<file path="src/rtl/hazard_fwd_unit_pkg.sv">
// rtl/hazard_fwd_unit_pkg.sv - shared constants, tag layout and action enum for the hazard/forwarding unit
package hazard_fwd_unit_pkg;

    localparam int FWD_RF = 0;

    // Flattened tag layout, LSB first: ld, we, rd[REG_AW], valid. The bubble tag is all zeros.
    localparam int TAG_LD = 0;
    localparam int TAG_WE = 1;
    localparam int TAG_RD = 2;

    typedef enum logic [1:0] {
        ACT_RUN,
        ACT_STALL,
        ACT_FLUSH,
        ACT_HOLD
    } pipe_act_e;

    function automatic int tag_width(input int reg_aw);
        return reg_aw + 3;
    endfunction

endpackage

</file>
<file path="src/rtl/hazard_fwd_unit_if.sv">
// rtl/hazard_fwd_unit_if.sv - ID-side request and pipeline-control bundle of the hazard/forwarding unit
interface hazard_fwd_unit_if #(
    parameter int REG_AW = 5,
    parameter int NSRC   = 2,
    parameter int SW     = 2,
    parameter int CNT_W  = 16
);
    logic [NSRC*REG_AW-1:0] src_addr;
    logic [NSRC-1:0]        src_use;
    logic [REG_AW-1:0]      id_rd;
    logic                   id_rf_le;
    logic                   id_l;
    logic                   flush;
    logic                   hold;
    logic                   le;
    logic                   nop;
    logic [NSRC*SW-1:0]     fwd_s;
    logic [CNT_W-1:0]       stall_cnt;

    modport master (
        output src_addr, src_use, id_rd, id_rf_le, id_l, flush, hold,
        input  le, nop, fwd_s, stall_cnt
    );

    modport slave (
        input  src_addr, src_use, id_rd, id_rf_le, id_l, flush, hold,
        output le, nop, fwd_s, stall_cnt
    );
endinterface

</file>
<file path="src/rtl/hazard_fwd_unit_fwd_src_select.sv">
// rtl/hazard_fwd_unit_fwd_src_select.sv - per-operand youngest-match forwarding source and load-use stall
module fwd_src_select
    import hazard_fwd_unit_pkg::*;
#(
    parameter int REG_AW     = 5,
    parameter int NSTAGE     = 3,
    parameter int LOAD_STAGE = 1,
    parameter int SW         = $clog2(NSTAGE + 1)
) (
    input  logic [REG_AW-1:0]                    i_addr,
    input  logic                                 i_use,
    input  logic [NSTAGE*tag_width(REG_AW)-1:0]  i_tags,
    output logic                                 o_stall,
    output logic [SW-1:0]                        o_sel
);
    localparam int TW = tag_width(REG_AW);
    localparam int TV = TAG_RD + REG_AW;

    logic w_live;
    logic w_found;

    assign w_live = i_use && (i_addr != '0);

    // Ascending scan with a found flag so the youngest (lowest-index) writer wins.
    always_comb begin
        w_found = 1'b0;
        o_stall = 1'b0;
        o_sel   = SW'(FWD_RF);
        for (int i = 0; i < NSTAGE; i++) begin
            if (!w_found && w_live && i_tags[i*TW + TV] && i_tags[i*TW + TAG_WE]
                && (i_tags[i*TW + TAG_RD +: REG_AW] == i_addr)) begin
                w_found = 1'b1;
                if (i_tags[i*TW + TAG_LD] && (i < LOAD_STAGE)) begin
                    o_stall = 1'b1;
                end else begin
                    o_sel = SW'(i + 1);
                end
            end
        end
    end

endmodule

</file>
<file path="src/rtl/hazard_fwd_unit.sv">
// rtl/hazard_fwd_unit.sv - shadow tag pipeline, HOLD/FLUSH/hazard priority and saturating stall counter
module hazard_fwd_unit
    import hazard_fwd_unit_pkg::*;
#(
    parameter int REG_AW     = 5,
    parameter int NSTAGE     = 3,
    parameter int NSRC       = 2,
    parameter int LOAD_STAGE = 1,
    parameter int SW         = $clog2(NSTAGE + 1),
    parameter int CNT_W      = 16
) (
    input  logic              i_clk,
    input  logic              i_rst,
    hazard_fwd_unit_if.slave  bus
);
    localparam int TW = tag_width(REG_AW);

    logic [NSTAGE*TW-1:0] r_tags;
    logic [CNT_W-1:0]     r_stall_cnt;

    logic [NSRC-1:0]      w_stall;
    logic [NSRC*SW-1:0]   w_fwd_s;
    logic                 w_hazard;
    logic                 w_le;
    logic                 w_nop;
    pipe_act_e            w_act;
    logic [TW-1:0]        w_id_tag;
    logic [TW-1:0]        w_ins_tag;

    generate
        for (genvar k = 0; k < NSRC; k++) begin : g_src
            fwd_src_select #(
                .REG_AW     (REG_AW),
                .NSTAGE     (NSTAGE),
                .LOAD_STAGE (LOAD_STAGE),
                .SW         (SW)
            ) u_sel (
                .i_addr  (bus.src_addr[k*REG_AW +: REG_AW]),
                .i_use   (bus.src_use[k]),
                .i_tags  (r_tags),
                .o_stall (w_stall[k]),
                .o_sel   (w_fwd_s[k*SW +: SW])
            );
        end
    endgenerate

    assign w_hazard = |w_stall;

    // A write to r0 is captured as a non-writer so it can never match a reader.
    assign w_id_tag  = {1'b1, bus.id_rd, bus.id_rf_le && (bus.id_rd != '0), bus.id_l};
    assign w_ins_tag = (w_act == ACT_RUN) ? w_id_tag : '0;

    always_comb begin
        w_act = ACT_RUN;
        w_le  = 1'b1;
        w_nop = 1'b0;
        if (bus.hold) begin
            w_act = ACT_HOLD;
            w_le  = 1'b0;
        end else if (bus.flush) begin
            w_act = ACT_FLUSH;
            w_nop = 1'b1;
        end else if (w_hazard) begin
            w_act = ACT_STALL;
            w_le  = 1'b0;
            w_nop = 1'b1;
        end
    end

    always_ff @(posedge i_clk) begin
        if (i_rst) begin
            r_tags      <= '0;
            r_stall_cnt <= '0;
        end else begin
            if (w_act != ACT_HOLD) begin
                r_tags <= {r_tags[(NSTAGE-1)*TW-1:0], w_ins_tag};
            end
            if ((w_act == ACT_STALL) && (r_stall_cnt != '1)) begin
                r_stall_cnt <= r_stall_cnt + 1'b1;
            end
        end
    end

    assign bus.le        = w_le;
    assign bus.nop       = w_nop;
    assign bus.fwd_s     = w_fwd_s;
    assign bus.stall_cnt = r_stall_cnt;

endmodule

</file>
<file path="src/flat_wrapper.sv">
// flat-port wrapper written by rule: the top's interface ports become plain ports
module hazard_fwd_unit_flat import hazard_fwd_unit_pkg::*;
#(
    parameter int REG_AW     = 5,
    parameter int NSTAGE     = 3,
    parameter int NSRC       = 2,
    parameter int LOAD_STAGE = 1,
    parameter int SW         = $clog2(NSTAGE + 1),
    parameter int CNT_W      = 16
)
  (i_clk, i_rst, bus_src_addr, bus_src_use, bus_id_rd, bus_id_rf_le, bus_id_l, bus_flush, bus_hold, bus_le, bus_nop, bus_fwd_s, bus_stall_cnt);
  hazard_fwd_unit_if #(.REG_AW(REG_AW), .NSRC(NSRC), .SW(SW), .CNT_W(CNT_W)) bus_i ();
  input  logic i_clk;
  input  logic i_rst;
  input wire logic [$bits(bus_i.src_addr)-1:0] bus_src_addr;
  input wire logic [$bits(bus_i.src_use)-1:0] bus_src_use;
  input wire logic [$bits(bus_i.id_rd)-1:0] bus_id_rd;
  input wire logic [$bits(bus_i.id_rf_le)-1:0] bus_id_rf_le;
  input wire logic [$bits(bus_i.id_l)-1:0] bus_id_l;
  input wire logic [$bits(bus_i.flush)-1:0] bus_flush;
  input wire logic [$bits(bus_i.hold)-1:0] bus_hold;
  output wire logic [$bits(bus_i.le)-1:0] bus_le;
  output wire logic [$bits(bus_i.nop)-1:0] bus_nop;
  output wire logic [$bits(bus_i.fwd_s)-1:0] bus_fwd_s;
  output wire logic [$bits(bus_i.stall_cnt)-1:0] bus_stall_cnt;
  assign bus_i.src_addr = bus_src_addr;
  assign bus_i.src_use = bus_src_use;
  assign bus_i.id_rd = bus_id_rd;
  assign bus_i.id_rf_le = bus_id_rf_le;
  assign bus_i.id_l = bus_id_l;
  assign bus_i.flush = bus_flush;
  assign bus_i.hold = bus_hold;
  assign bus_le = bus_i.le;
  assign bus_nop = bus_i.nop;
  assign bus_fwd_s = bus_i.fwd_s;
  assign bus_stall_cnt = bus_i.stall_cnt;
  hazard_fwd_unit #(.REG_AW(REG_AW), .NSTAGE(NSTAGE), .NSRC(NSRC), .LOAD_STAGE(LOAD_STAGE), .SW(SW), .CNT_W(CNT_W)) u_core (.i_clk(i_clk), .i_rst(i_rst), .bus(bus_i));
endmodule
</file>
<file path="config.mk">
export PLATFORM = sky130hd
export DESIGN_NAME = hazard_fwd_unit_flat
export DESIGN_NICKNAME = d
export VERILOG_FILES = /design/src/rtl/hazard_fwd_unit_pkg.sv /design/src/rtl/hazard_fwd_unit_if.sv /design/src/rtl/hazard_fwd_unit_fwd_src_select.sv /design/src/rtl/hazard_fwd_unit.sv /design/src/flat_wrapper.sv
export SDC_FILE = /design/constraint.sdc
export NUM_CORES = 1
export LEC_CHECK = 0
export ABC_AREA = 1
export CORE_AREA = 2 2 77 97
export CTS_CLUSTER_DIAMETER = 150
export DETAILED_ROUTE_END_ITERATION = 7
export DIE_AREA = 0 0 79 99
export GPL_ROUTABILITY_DRIVEN = 0
export HOLD_SLACK_MARGIN = 0.05
export PLACE_DENSITY = 0.67
export SLEW_MARGIN = 20
export SYNTH_ARGS = -nofsm -noshare
export SYNTH_HDL_FRONTEND = slang
export SYNTH_SLANG_ARGS = --single-unit
</file>
<file path="constraint.sdc">
create_clock -name i_clk -period 2.3 [get_ports i_clk]
set_input_delay 0.23 -clock i_clk [delete_from_list [all_inputs] [get_ports i_clk]]
set_output_delay 0.23 -clock i_clk [all_outputs]
set_load 0.02 [all_outputs]
</file>
==> reports/qor.csv <==
metric,value,unit
syn avg cell area,6.645,sq um
Worst Path Required,2.07,ns
DR vias/cell,4.984,
DRC,0,
Synth top area share,32.34,%
switch share,26.34,%
layout cells sized above 1,13.01,%
root buffer cell,clkbuf_8,
Clock power frac,39.5,%
nets@finish,438,
fill cell count,726,
final setup fails,0,
final cell count without fillers,505,
Gate power share,13.6,%
setup bufs post-CTS,0,
clk buf depth,2,
CP max FO,5,
final wirelength,6.692,mm
Antenna Nets Post-Route,0,
utilization after layout,44.99,%
Synth area leaders,"dfxtp_1 (32%), nand2_1 (13%), a21oi_1 (6.4%)",
Fmax,455.9,MHz
initial antenna violation count,0,
vias in the first global route,2527,
Synth warnings,0,
pwr dens,478.4,nW/um^2
PortBufs,44,
Clock transition at path regs,0.08,ns
cells after synthesis,354,
num ports,45,
"Design Area, Final",3100,sq um
Antenna diodes,0,
CP endpoint kind,output port,
pin count of the biggest net entering global routing,28,
Fin. Hold Viols,0,
Max Cap Viol,0,
placed cell areas,2997,sq um
top_reg_cell synth,dfxtp_1,
Synth cell types,32,
asr flop ratio synth,0,%
Clock Latency Late Sink,0.29,ns
hpwl dp,4.971,mm
initial core utilization,34.13,%
row count,34,
drt initial violations,120,
CTS tree,built,
Area Overhead vs Synth,31.81,%
Die Ht,99,microns
Worst EP arrival,1.96,ns
grt ovf,0,
total power,1483,uW
Post-synth EDFFs,0,
Pins Over Slew Limit,0,
H-tree depth,2,
routed len/inst,13.25,microns
Die ar.,7821,sq um
Tot GR Track Use,18.25,%
status,"finished, final reports clean",
RSZ-0062 raised after global routing,true,
Setup TNS,0,ns
most frequent cell after synthesis,nand2_1,
"Hold-fix buffers, CTS",0,
Int Pwr,1093,uW
Seq pwr share,47.0,%
Synthesized Nets,378,
hold path cells,2,
part of the cycle the worst path needs,95.36,%
Final Skew,0.008681,ns
minimum clock period,2.193,ns
CTS buffer count,5,
via count,2517,
mapped cell area,2352,sq um
HP Class,register to register,
Worst-Margin Slew,0.3747,ns
Pleak,0.001202,uW
"IR drop worst, VDD",0.0002939,V
Synth area leader,dfxtp_1,
first-pass GRT wire length,11.57,mm
startpoint types,input pin,
Pre-antenna DRT Iters,4,
core area,6892,sq um
number of cells after detailed placement,497,
leading cell types by count after synthesis,"nand2_1 (80), nor2_1 (40), dfxtp_1 (38)",
reg2reg path depth,8,
Num Clock Sinks,38,
Crit Path Category,input pin to output port,
Switching Power,390.7,uW
register area share after synthesis,32.34,%
Seq cells post-synth,38,
Worst slew margin,74.99,%
Die X-Extent,79,microns
==> repair_timing <==
item | CTS | global route
resized for setup | 6 | 8
gates cloned | 0 | 0
endpoints found under the setup margin | 6 | 4
==> layout by cell type, fill, tap and decap left out, types with 2 or more instances in the layout <==
| master | n |
|---|---|
| o21ai_0 | 20 |
| inv_2 | 4 |
| inv_1 | 31 |
| nor2_1 | 40 |
| xnor2_1 | 5 |
| buf_4 | 21 |
| clkbuf_2 | 2 |
| nand4_1 | 22 |
| clkdlybuf4s50_1 | 37 |
| clkbuf_8 | 5 |
| a221oi_1 | 2 |
| nand3_1 | 22 |
| nor2_4 | 2 |
| clkinvlp_4 | 2 |
| nand2_1 | 80 |
| dlygate4sd2_1 | 2 |
| dfxtp_1 | 38 |
| clkinv_1 | 2 |
| a21oi_2 | 10 |
| clkdlybuf4s15_1 | 2 |
| a21oi_1 | 30 |
| o22ai_1 | 5 |
| a211oi_1 | 2 |
| nand2_2 | 4 |
| nor3_1 | 2 |
| xor2_1 | 12 |
==> through the flow <==
stage	hold WS [ns]	worst slack, ns
after floorplan	0.2991	0.4369
after global placement	0.4625	-0.1511
after detailed placement	0.4628	-0.1687
after CTS	0.4760	0.1008
after global routing	0.5131	-0.002030
final	0.4748	0.1066
==> cell families (layout without fill, tap and decap cells) <==
group | after synthesis | after routing | synth area share (%)
flip-flops | 38 | 38 | 32.34
AND/OR/NAND/NOR | 178 | 178 | 34.42
XOR/XNOR | 17 | 17 | 6.330
adder cells (fa/ha/maj) | 1 | 1 | 0.5318
buffers and inverters | 49 | 110 | 8.723
AO/OA/AOI/OAI | 71 | 71 | 17.66
==> per-layer routing <==
metal	wire length, microns	GRT usage (%)	vias to the layer above
met3	288	3.114	23
met4	265	8.488	0
met5	0	0	-
li1	-	-	1297
met1	2880	22.22	1118
met2	3257	31.03	79
==> worst max-delay path, stage by stage <==
cell and delay, ns:
clkdlybuf4s50_1 0.52, nor2_1 0.13, nand3_1 0.10, nand2_1 0.08, inv_2 0.04, nand3_1 0.12, nand2_2 0.11, buf_4 0.15
a31oi_1 0.15, clkdlybuf4s15_1 0.33
==> final timing paths <==
path / startpoint / slack [ns] / endpoint
setup / recovery: bus_src_addr[2] / 0.11 / bus_le
hold reg to reg: u_core.r_tags[1] / 0.47 / u_core.r_tags[1]
hold / removal: u_core.r_tags[1] / 0.47 / u_core.r_tags[1]
setup reg to reg: u_core.bus.stall_cnt[0] / 0.31 / u_core.bus.stall_cnt[8]
==> cell type report <==
class | instances | area, sq um | area share (%)
Tap cell | 90 | 112.6 | 3.632
Timing Repair Buffer | 65 | 588.1 | 18.97
Sequential cell | 38 | 760.7 | 24.54
Inverter | 37 | 138.9 | 4.479
Clock buffer | 5 | 68.82 | 2.220
Clock inverter | 3 | 45.04 | 1.453
Multi-Input combinational cell | 267 | 1386 | 44.71
==> state kept, by name, summed over array words and instances, names as in the netlist <==
name and cells:
u_core.r_tags 22, u_core.bus.stall_cnt 16
==> power groups by stage <==
| stage | clock network, uW | registers, uW | logic [uW] |
|---|---|---|---|
| floorplan | 0 | 706 | 106 |
| global placement | 0 | 712 | 200 |
| detailed placement | 0 | 713 | 201 |
| CTS | 591 | 697 | 201 |
| global route | 618 | 701 | 226 |
| finish | 585 | 697 | 201 |
No activity file was read; power rests on OpenSTA's default activity.
